===== src/rtl/dac_output_pkg.sv =====
`default_nettype none
// +----------------------------------------------------------------------+
// | dac_output_pkg : states, frame width and default DAC command values  |
// | Rev 1.0                                                              |
// +----------------------------------------------------------------------+
package dac_output_pkg;

  localparam logic [2:0] c_ST_IDLE   = 3'd0;
  localparam logic [2:0] c_ST_LOAD   = 3'd1;
  localparam logic [2:0] c_ST_FORMAT = 3'd2;
  localparam logic [2:0] c_ST_SEND   = 3'd3;
  localparam logic [2:0] c_ST_GAP    = 3'd4;

  localparam logic [7:0]  c_CMD_BASE_DEFAULT      = 8'h31;
  localparam logic [31:0] c_SAMPLE_OFFSET_DEFAULT = 32'h0002_0500;

  function automatic int frame_bits(input int cmd_bits, input int dac_bits);
    return cmd_bits + dac_bits;
  endfunction

endpackage
`default_nettype wire


===== src/rtl/dac_spi_tx.sv =====
`default_nettype none
// +----------------------------------------------------------------------+
// | dac_spi_tx : single-frame SPI mode-0 transmitter, MSB first          |
// | Rev 1.0                                                              |
// +----------------------------------------------------------------------+
module dac_spi_tx #(
  parameter int FRAME_BITS = 24,
  parameter int CLK_DIV    = 2
) (
  input  logic                  i_Clock,
  input  logic                  i_Reset,
  input  logic                  i_Load,
  input  logic [FRAME_BITS-1:0] i_Word,
  output logic                  o_Done,
  output logic                  o_SPI_CS,
  output logic                  o_SPI_Clock,
  output logic                  o_SPI_Data
);

  localparam int BIT_W = $clog2(FRAME_BITS);
  localparam int DIV_W = (CLK_DIV > 1) ? $clog2(CLK_DIV) : 1;
  localparam logic [BIT_W-1:0] c_LAST_BIT = BIT_W'(FRAME_BITS - 1);
  localparam logic [DIV_W-1:0] c_DIV_LAST = DIV_W'(CLK_DIV - 1);

  logic                  active_q;
  logic                  cs_q;
  logic                  sclk_q;
  logic [FRAME_BITS-1:0] shreg_q;
  logic [BIT_W-1:0]      bit_cnt_q;
  logic [DIV_W-1:0]      div_cnt_q;
  logic                  w_phase_end;
  logic                  w_last;

  assign w_phase_end = active_q && (div_cnt_q == c_DIV_LAST);
  assign w_last      = w_phase_end && sclk_q && (bit_cnt_q == c_LAST_BIT);

  // The shifter is cleared at frame end so MOSI reads 0 while CS is high.
  always_ff @(posedge i_Clock) begin
    if (i_Reset) begin
      active_q  <= 1'b0;
      cs_q      <= 1'b1;
      sclk_q    <= 1'b0;
      shreg_q   <= '0;
      bit_cnt_q <= '0;
      div_cnt_q <= '0;
    end else if (i_Load) begin
      active_q  <= 1'b1;
      cs_q      <= 1'b0;
      sclk_q    <= 1'b0;
      shreg_q   <= i_Word;
      bit_cnt_q <= '0;
      div_cnt_q <= '0;
    end else if (active_q) begin
      if (w_phase_end) begin
        div_cnt_q <= '0;
        if (!sclk_q) begin
          sclk_q <= 1'b1;
        end else if (w_last) begin
          active_q <= 1'b0;
          cs_q     <= 1'b1;
          sclk_q   <= 1'b0;
          shreg_q  <= '0;
        end else begin
          sclk_q    <= 1'b0;
          bit_cnt_q <= bit_cnt_q + BIT_W'(1);
          shreg_q   <= {shreg_q[FRAME_BITS-2:0], 1'b0};
        end
      end else begin
        div_cnt_q <= div_cnt_q + DIV_W'(1);
      end
    end
  end

  assign o_Done      = w_last;
  assign o_SPI_CS    = cs_q;
  assign o_SPI_Clock = sclk_q;
  assign o_SPI_Data  = shreg_q[FRAME_BITS-1];

endmodule
`default_nettype wire


===== src/rtl/dac_multi_channel_output.sv =====
`default_nettype none
// +----------------------------------------------------------------------+
// | dac_multi_channel_output : offset/scale/clamp samples, send per-chan |
// | SPI frames to a multi-channel DAC.            Rev 1.0                |
// +----------------------------------------------------------------------+
module dac_multi_channel_output
  import dac_output_pkg::*;
#(
  parameter int                      CHANNELS      = 2,
  parameter int                      SAMPLE_WIDTH  = 32,
  parameter int                      DAC_BITS      = 16,
  parameter int                      COMMAND_BITS  = 8,
  parameter logic [COMMAND_BITS-1:0] CMD_BASE      = c_CMD_BASE_DEFAULT,
  parameter logic [SAMPLE_WIDTH-1:0] SAMPLE_OFFSET = c_SAMPLE_OFFSET_DEFAULT,
  parameter int                      SHIFT         = 2,
  parameter int                      SATURATE      = 1,
  parameter int                      CLK_DIV       = 2,
  parameter int                      CS_GAP        = 2
) (
  input  logic                             i_Clock,
  input  logic                             i_Reset,
  input  logic                             i_Start,
  input  logic [CHANNELS*SAMPLE_WIDTH-1:0] i_Samples,
  output logic                             o_SPI_CS,
  output logic                             o_SPI_Clock,
  output logic                             o_SPI_Data,
  output logic                             o_Busy,
  output logic                             o_Clip,
  output logic                             o_Overrun
);

  localparam int FRAME_BITS = frame_bits(COMMAND_BITS, DAC_BITS);
  localparam int IDX_W      = (CHANNELS > 1) ? $clog2(CHANNELS) : 1;
  localparam int GAP_W      = $clog2(CS_GAP + 1);
  localparam logic [IDX_W-1:0]      c_LAST_IDX    = IDX_W'(CHANNELS - 1);
  localparam logic [GAP_W-1:0]      c_GAP_LAST    = GAP_W'(CS_GAP - 1);
  localparam logic [SAMPLE_WIDTH:0] c_OFFSET_EXT  = {SAMPLE_OFFSET[SAMPLE_WIDTH-1], SAMPLE_OFFSET};
  localparam logic [SAMPLE_WIDTH:0] c_DAC_MAX_EXT = {{(SAMPLE_WIDTH+1-DAC_BITS){1'b0}}, {DAC_BITS{1'b1}}};

  logic [2:0]                      state_q, state_d;
  logic [CHANNELS*SAMPLE_WIDTH-1:0] samples_q;
  logic [IDX_W-1:0]                idx_q;
  logic [GAP_W-1:0]                gap_cnt_q;
  logic signed [SAMPLE_WIDTH:0]    sum_q;
  logic                            overrun_q;

  logic [SAMPLE_WIDTH-1:0]         w_sample;
  logic signed [SAMPLE_WIDTH:0]    w_sample_ext;
  logic signed [SAMPLE_WIDTH:0]    w_scaled;
  logic                            w_neg, w_over;
  logic [DAC_BITS-1:0]             w_value;
  logic [COMMAND_BITS-1:0]         w_cmd;
  logic                            w_gap_done;
  logic                            w_tx_done;

  assign w_sample     = samples_q[idx_q*SAMPLE_WIDTH +: SAMPLE_WIDTH];
  assign w_sample_ext = {w_sample[SAMPLE_WIDTH-1], w_sample};
  assign w_scaled     = sum_q >>> SHIFT;
  assign w_neg        = w_scaled[SAMPLE_WIDTH];
  assign w_over       = !w_neg && ($unsigned(w_scaled) > c_DAC_MAX_EXT);

  // Without saturation the low DAC_BITS of the shifted sum wrap, as the legacy path did.
  assign w_value = (SATURATE != 0) ? (w_neg  ? '0 :
                                      w_over ? '1 : w_scaled[DAC_BITS-1:0])
                                   : w_scaled[DAC_BITS-1:0];
  assign w_cmd      = CMD_BASE + COMMAND_BITS'(idx_q);
  assign w_gap_done = (gap_cnt_q == c_GAP_LAST);

  always_comb begin
    state_d = state_q;
    case (state_q)
      c_ST_IDLE:   if (i_Start) state_d = c_ST_LOAD;
      c_ST_LOAD:   state_d = c_ST_FORMAT;
      c_ST_FORMAT: state_d = c_ST_SEND;
      c_ST_SEND:   if (w_tx_done) state_d = c_ST_GAP;
      c_ST_GAP:    if (w_gap_done) state_d = (idx_q == c_LAST_IDX) ? c_ST_IDLE : c_ST_LOAD;
      default:     state_d = c_ST_IDLE;
    endcase
  end

  always_ff @(posedge i_Clock) begin
    if (i_Reset) begin
      state_q   <= c_ST_IDLE;
      samples_q <= '0;
      idx_q     <= '0;
      gap_cnt_q <= '0;
      sum_q     <= '0;
      overrun_q <= 1'b0;
    end else begin
      state_q   <= state_d;
      overrun_q <= i_Start && (state_q != c_ST_IDLE);
      if ((state_q == c_ST_IDLE) && i_Start) begin
        samples_q <= i_Samples;
        idx_q     <= '0;
      end
      if (state_q == c_ST_LOAD) begin
        sum_q <= w_sample_ext + c_OFFSET_EXT;
      end
      if (state_q == c_ST_GAP) begin
        if (w_gap_done) begin
          gap_cnt_q <= '0;
          if (idx_q != c_LAST_IDX) idx_q <= idx_q + IDX_W'(1);
        end else begin
          gap_cnt_q <= gap_cnt_q + GAP_W'(1);
        end
      end
    end
  end

  dac_spi_tx #(
    .FRAME_BITS (FRAME_BITS),
    .CLK_DIV    (CLK_DIV)
  ) u_spi_tx (
    .i_Clock     (i_Clock),
    .i_Reset     (i_Reset),
    .i_Load      (state_q == c_ST_FORMAT),
    .i_Word      ({w_cmd, w_value}),
    .o_Done      (w_tx_done),
    .o_SPI_CS    (o_SPI_CS),
    .o_SPI_Clock (o_SPI_Clock),
    .o_SPI_Data  (o_SPI_Data)
  );

  assign o_Busy    = (state_q != c_ST_IDLE);
  assign o_Clip    = (state_q == c_ST_FORMAT) && (SATURATE != 0) && (w_neg || w_over);
  assign o_Overrun = overrun_q;

endmodule
`default_nettype wire


===== config.mk =====
export PLATFORM = sky130hd
export DESIGN_NAME = dac_multi_channel_output
export DESIGN_NICKNAME = d
export VERILOG_FILES = /design/src/rtl/dac_output_pkg.sv /design/src/rtl/dac_spi_tx.sv /design/src/rtl/dac_multi_channel_output.sv
export SDC_FILE = /design/constraint.sdc
export NUM_CORES = 1
export LEC_CHECK = 0
export ABC_AREA = 1
export BUFFER_PORTS_ARGS = -buffer_cell sky130_fd_sc_hd__buf_2
export CAP_MARGIN = 5
export CORE_ASPECT_RATIO = 0.5
export CORE_UTILIZATION = 52
export CTS_CLUSTER_DIAMETER = 40
export DETAILED_ROUTE_END_ITERATION = 12
export PLACE_DENSITY_LB_ADDON = 0.1
export SYNTH_ARGS = -nofsm -noshare
export SYNTH_HDL_FRONTEND = slang
export SYNTH_SLANG_ARGS = --single-unit
export TNS_END_PERCENT = 30

===== constraint.sdc =====
create_clock -name i_Clock -period 1.7 [get_ports i_Clock]
set_input_delay 0.51 -clock i_Clock [delete_from_list [all_inputs] [get_ports i_Clock]]
set_output_delay 0.51 -clock i_Clock [all_outputs]
set_load 0.005 [all_outputs]

==> impl_metrics.tcl <==
set metrics [dict create \
    synth_top_area_share_pct 43.3 \
    gp_congestion 0.849 \
    synth_cell_type_count 33 \
    fin_crit_sh_pct 124 \
    fmax_mhz 473 \
    intPower_mw 6.25 \
    clockBufferDepth 2 \
    p_sw_mw 2.68 \
    layout.cells.non_filler 1159 \
    fin_nets 1056 \
    num_rows 27 \
    arrival_ns 1.61 \
    required_ns 1.19 \
    area_growth_pct 36.5 \
    synth_common_cells "nand2_1 (185), dfxtp_1 (131), o21ai_0 (99)" \
    synth_nets 944 \
    pwr-share-seq_pct 39.7 \
    antenna_cells 0 \
    drt_wl_total_microns 17100 \
    drt_pass1_iterations 6 \
    setup_tns_ns -1.48 \
    filler_cell_count 887 \
    antenna_left 0 \
    switching_share_pct 30.0 \
    clockPowerShare_pct 41.8 \
    grt_max_degree 69 \
    cts.sinks 131 \
    ioPinCount 73 \
    synthMuxAreaShare_pct 0 \
    finalCriticalPeriod_ns 2.12 \
    synth-adder-area-share_pct 0.413 \
    slew_viol_final 0 \
    path_max_fanout 2 \
    criticalPathCategory "reg2out" \
    hold_ws_ns 0.356 \
    synth-simple-area-share_pct 25.0 \
    first_iter_violations 364 \
    grt_util_all_layers_pct 25.9 \
    clkTransAtPathRegs_ns 0.06 \
    syn-mean-instance-area_sq_um 6.93 \
    numCtsBuffers 17 \
    synth-main-ff-cell "dfxtp_1" \
    yosys.area.top_type "dfxtp_1" \
    layout-drive-gt1-share_pct 31.6 \
    grt-ovfl-total 0 \
    core_area_sq_um 11200 \
    synthesis.area_sq_um 6060 \
    yosysMostFrequentCell "nand2_1" \
    path_buf_inv 3 \
    holdBufCountCts 0 \
    rsz0062_at_grt "yes" \
    synth_compound_area_share_pct 20.5 \
    ir_drop_uv 496 \
    critPathMaxStageDelay_ns 0.31 \
    slew_headroom_pct 66.4 \
    worst_pin_slew_ns 0.499 \
    cellPowerDensity_nw_per_um2 1080 \
    synth_xor_area_share_pct 0.578 \
    grt_pass1_wl_microns 24900 \
    violations "negative setup slack" \
    skew_ns 0.00935 \
    ys_seq_area_share_pct 43.3 \
    fp.dieArea_sq_um 12100 \
    synth-async-reset-ratio_pct 0 \
    path_delay_family "simple AND/OR/NAND/NOR gates" \
    finalHoldViolCount 0 \
    synth_seq_cells 131 \
    route.detailed.drc 0 \
    htree_levels 4 \
    synth_enable_flop_cells 0 \
    cts_tree "yes" \
    clock_latency_ns 0.42 \
    multiInputGateArea_sq_um 3360 \
    via_count 6306 \
    drv_cap 0 \
    fp.dieW_microns 155 \
    synth_area_leaders "dfxtp_1 (43%), nand2_1 (11%), o21ai_0 (8.2%), a21oi_1 (7.7%), inv_1 (5.7%)" \
    start_util_pct 54.2 \
    p_comb_share_pct 18.5 \
    regArea_sq_um 2630 \
    antenna_found_initial 0 \
    cts_root_buffer "clkbuf_16" \
    finalSetupViolations 17 \
    ys_warn_count 0 \
    port_buffers 68 \
    wl_per_cell_microns 14.8 \
    hpwl_microns 10000 \
    hp-class "in2reg" \
    status "finished, violations left" \
    cp_slowest_cell "dfxtp_1" \
    crit_path_start_kind "flop" \
    syn-instance-count 875 \
    endpoint_kind "primary output" \
    first_global_vias 5441 \
    routed_via_density 5.44 \
    fin_ws_ns -0.416 \
    p_leak_nw 3.55 \
    cp_cell_sequence "or2_0, nor3_2, nand4_1, buf_6, inv_2, nor2_1, buf_2" \
    dp_cells 1109 \
    fp.dieH_microns 78.4 \
    synth_top_family_by_area "simple AND/OR/NAND/NOR gates" \
]
[cells by family (layout without fill, tap and decap cells)]
family	Yosys count	after routing
buf+inv	151	274
compound gates	232	232
fa+ha+maj	2	2
xor+xnor	4	4
flops	131	131
simple gates	355	357
[what timing repair did]
| action | CTS | global route |
|---|---|---|
| setup buffers | 3 | 7 |
| gates cloned | 2 | 6 |
| setup endpoints to repair | 23 | 49 |
| gates resized for setup | 37 | 143 |
| pin swaps | 14 | 64 |
[state kept, by name (all words and copies together), names as in the netlist]
register              flops
u_spi_tx.bit_cnt_q        5
u_spi_tx.active_q         1
o_Overrun                 1
gap_cnt_q                 2
u_spi_tx.o_SPI_CS         1
u_spi_tx.o_SPI_Clock      1
samples_q                60
state_q                   3
sum_q                    31
idx_q                     1
u_spi_tx.shreg_q         24
u_spi_tx.div_cnt_q        1
[final timing paths]
check | cells after the start | slack [ns] | to | start
setup / recovery | 7 | -0.42 | o_Clip | sum_q[30]
hold / removal | 3 | 0.36 | samples_q[37] | i_Samples[37]
setup reg to reg | 13 | -0.12 | sum_q[29] | idx_q
hold reg to reg | 2 | 0.46 | samples_q[61] | samples_q[61]
[tightest hold or removal path, cell delays in order]
cell and delay (ns):
buf_2 0.10, nand3_1 0.07, a21oi_1 0.06
[final cells by class]
type                       instances  area share, %
multi-input combinational        595           40.5
clock inverter                    14           1.84
sequential                       131           31.8
timing repair buffer             141           13.3
inverter                          99           4.65
timing repair inverter             2          0.166
tap                              159           2.40
clock buffer                      18           5.30
[stage by stage]
stage / setup slack [ns] / utilization (%) / instance area (sq um) / total power [mW]
after floorplan: -0.00825 / - / 6070 / 4.48
after global placement: -0.246 / 61.6 / 6890 / 4.96
after detailed placement: -0.290 / 61.6 / 6890 / 5.00
after CTS: -0.395 / 68.3 / 7630 / 8.73
after global routing: -0.522 / 74.0 / 8280 / 9.31
final: -0.416 / 74.0 / 8280 / 8.92
[cells in the final DEF (no fill, tap or decap), types with 21 or more instances in the layout]
| master | count |
|---|---|
| nand2_2 | 46 |
| nand2_4 | 21 |
| inv_1 | 85 |
| a31oi_1 | 25 |
| nor2_4 | 22 |
| buf_2 | 68 |
| a21oi_1 | 93 |
| o21ai_0 | 87 |
| nand3_1 | 47 |
| nor2_1 | 49 |
| nand2_1 | 129 |
| dfxtp_1 | 128 |
| buf_4 | 53 |
[power by group through the flow]
stage | clock network [mW] | registers, mW | logic (mW)
finish | 3.73 | 3.54 | 1.65
global route | 3.90 | 3.58 | 1.84
CTS | 3.74 | 3.53 | 1.46
detailed placement | 0 | 3.59 | 1.41
global placement | 0 | 3.58 | 1.38
floorplan | 0 | 3.55 | 0.928
[metal layers]
| metal | track usage, % | routed length, microns |
|---|---|---|
| met4 | 8.42 | 349 |
| met2 | 41.5 | 8310 |
| met1 | 34.6 | 7650 |
| met5 | 0 | 0 |
| met3 | 5.96 | 794 |
Note: power is estimated with default switching activity, not from simulation.
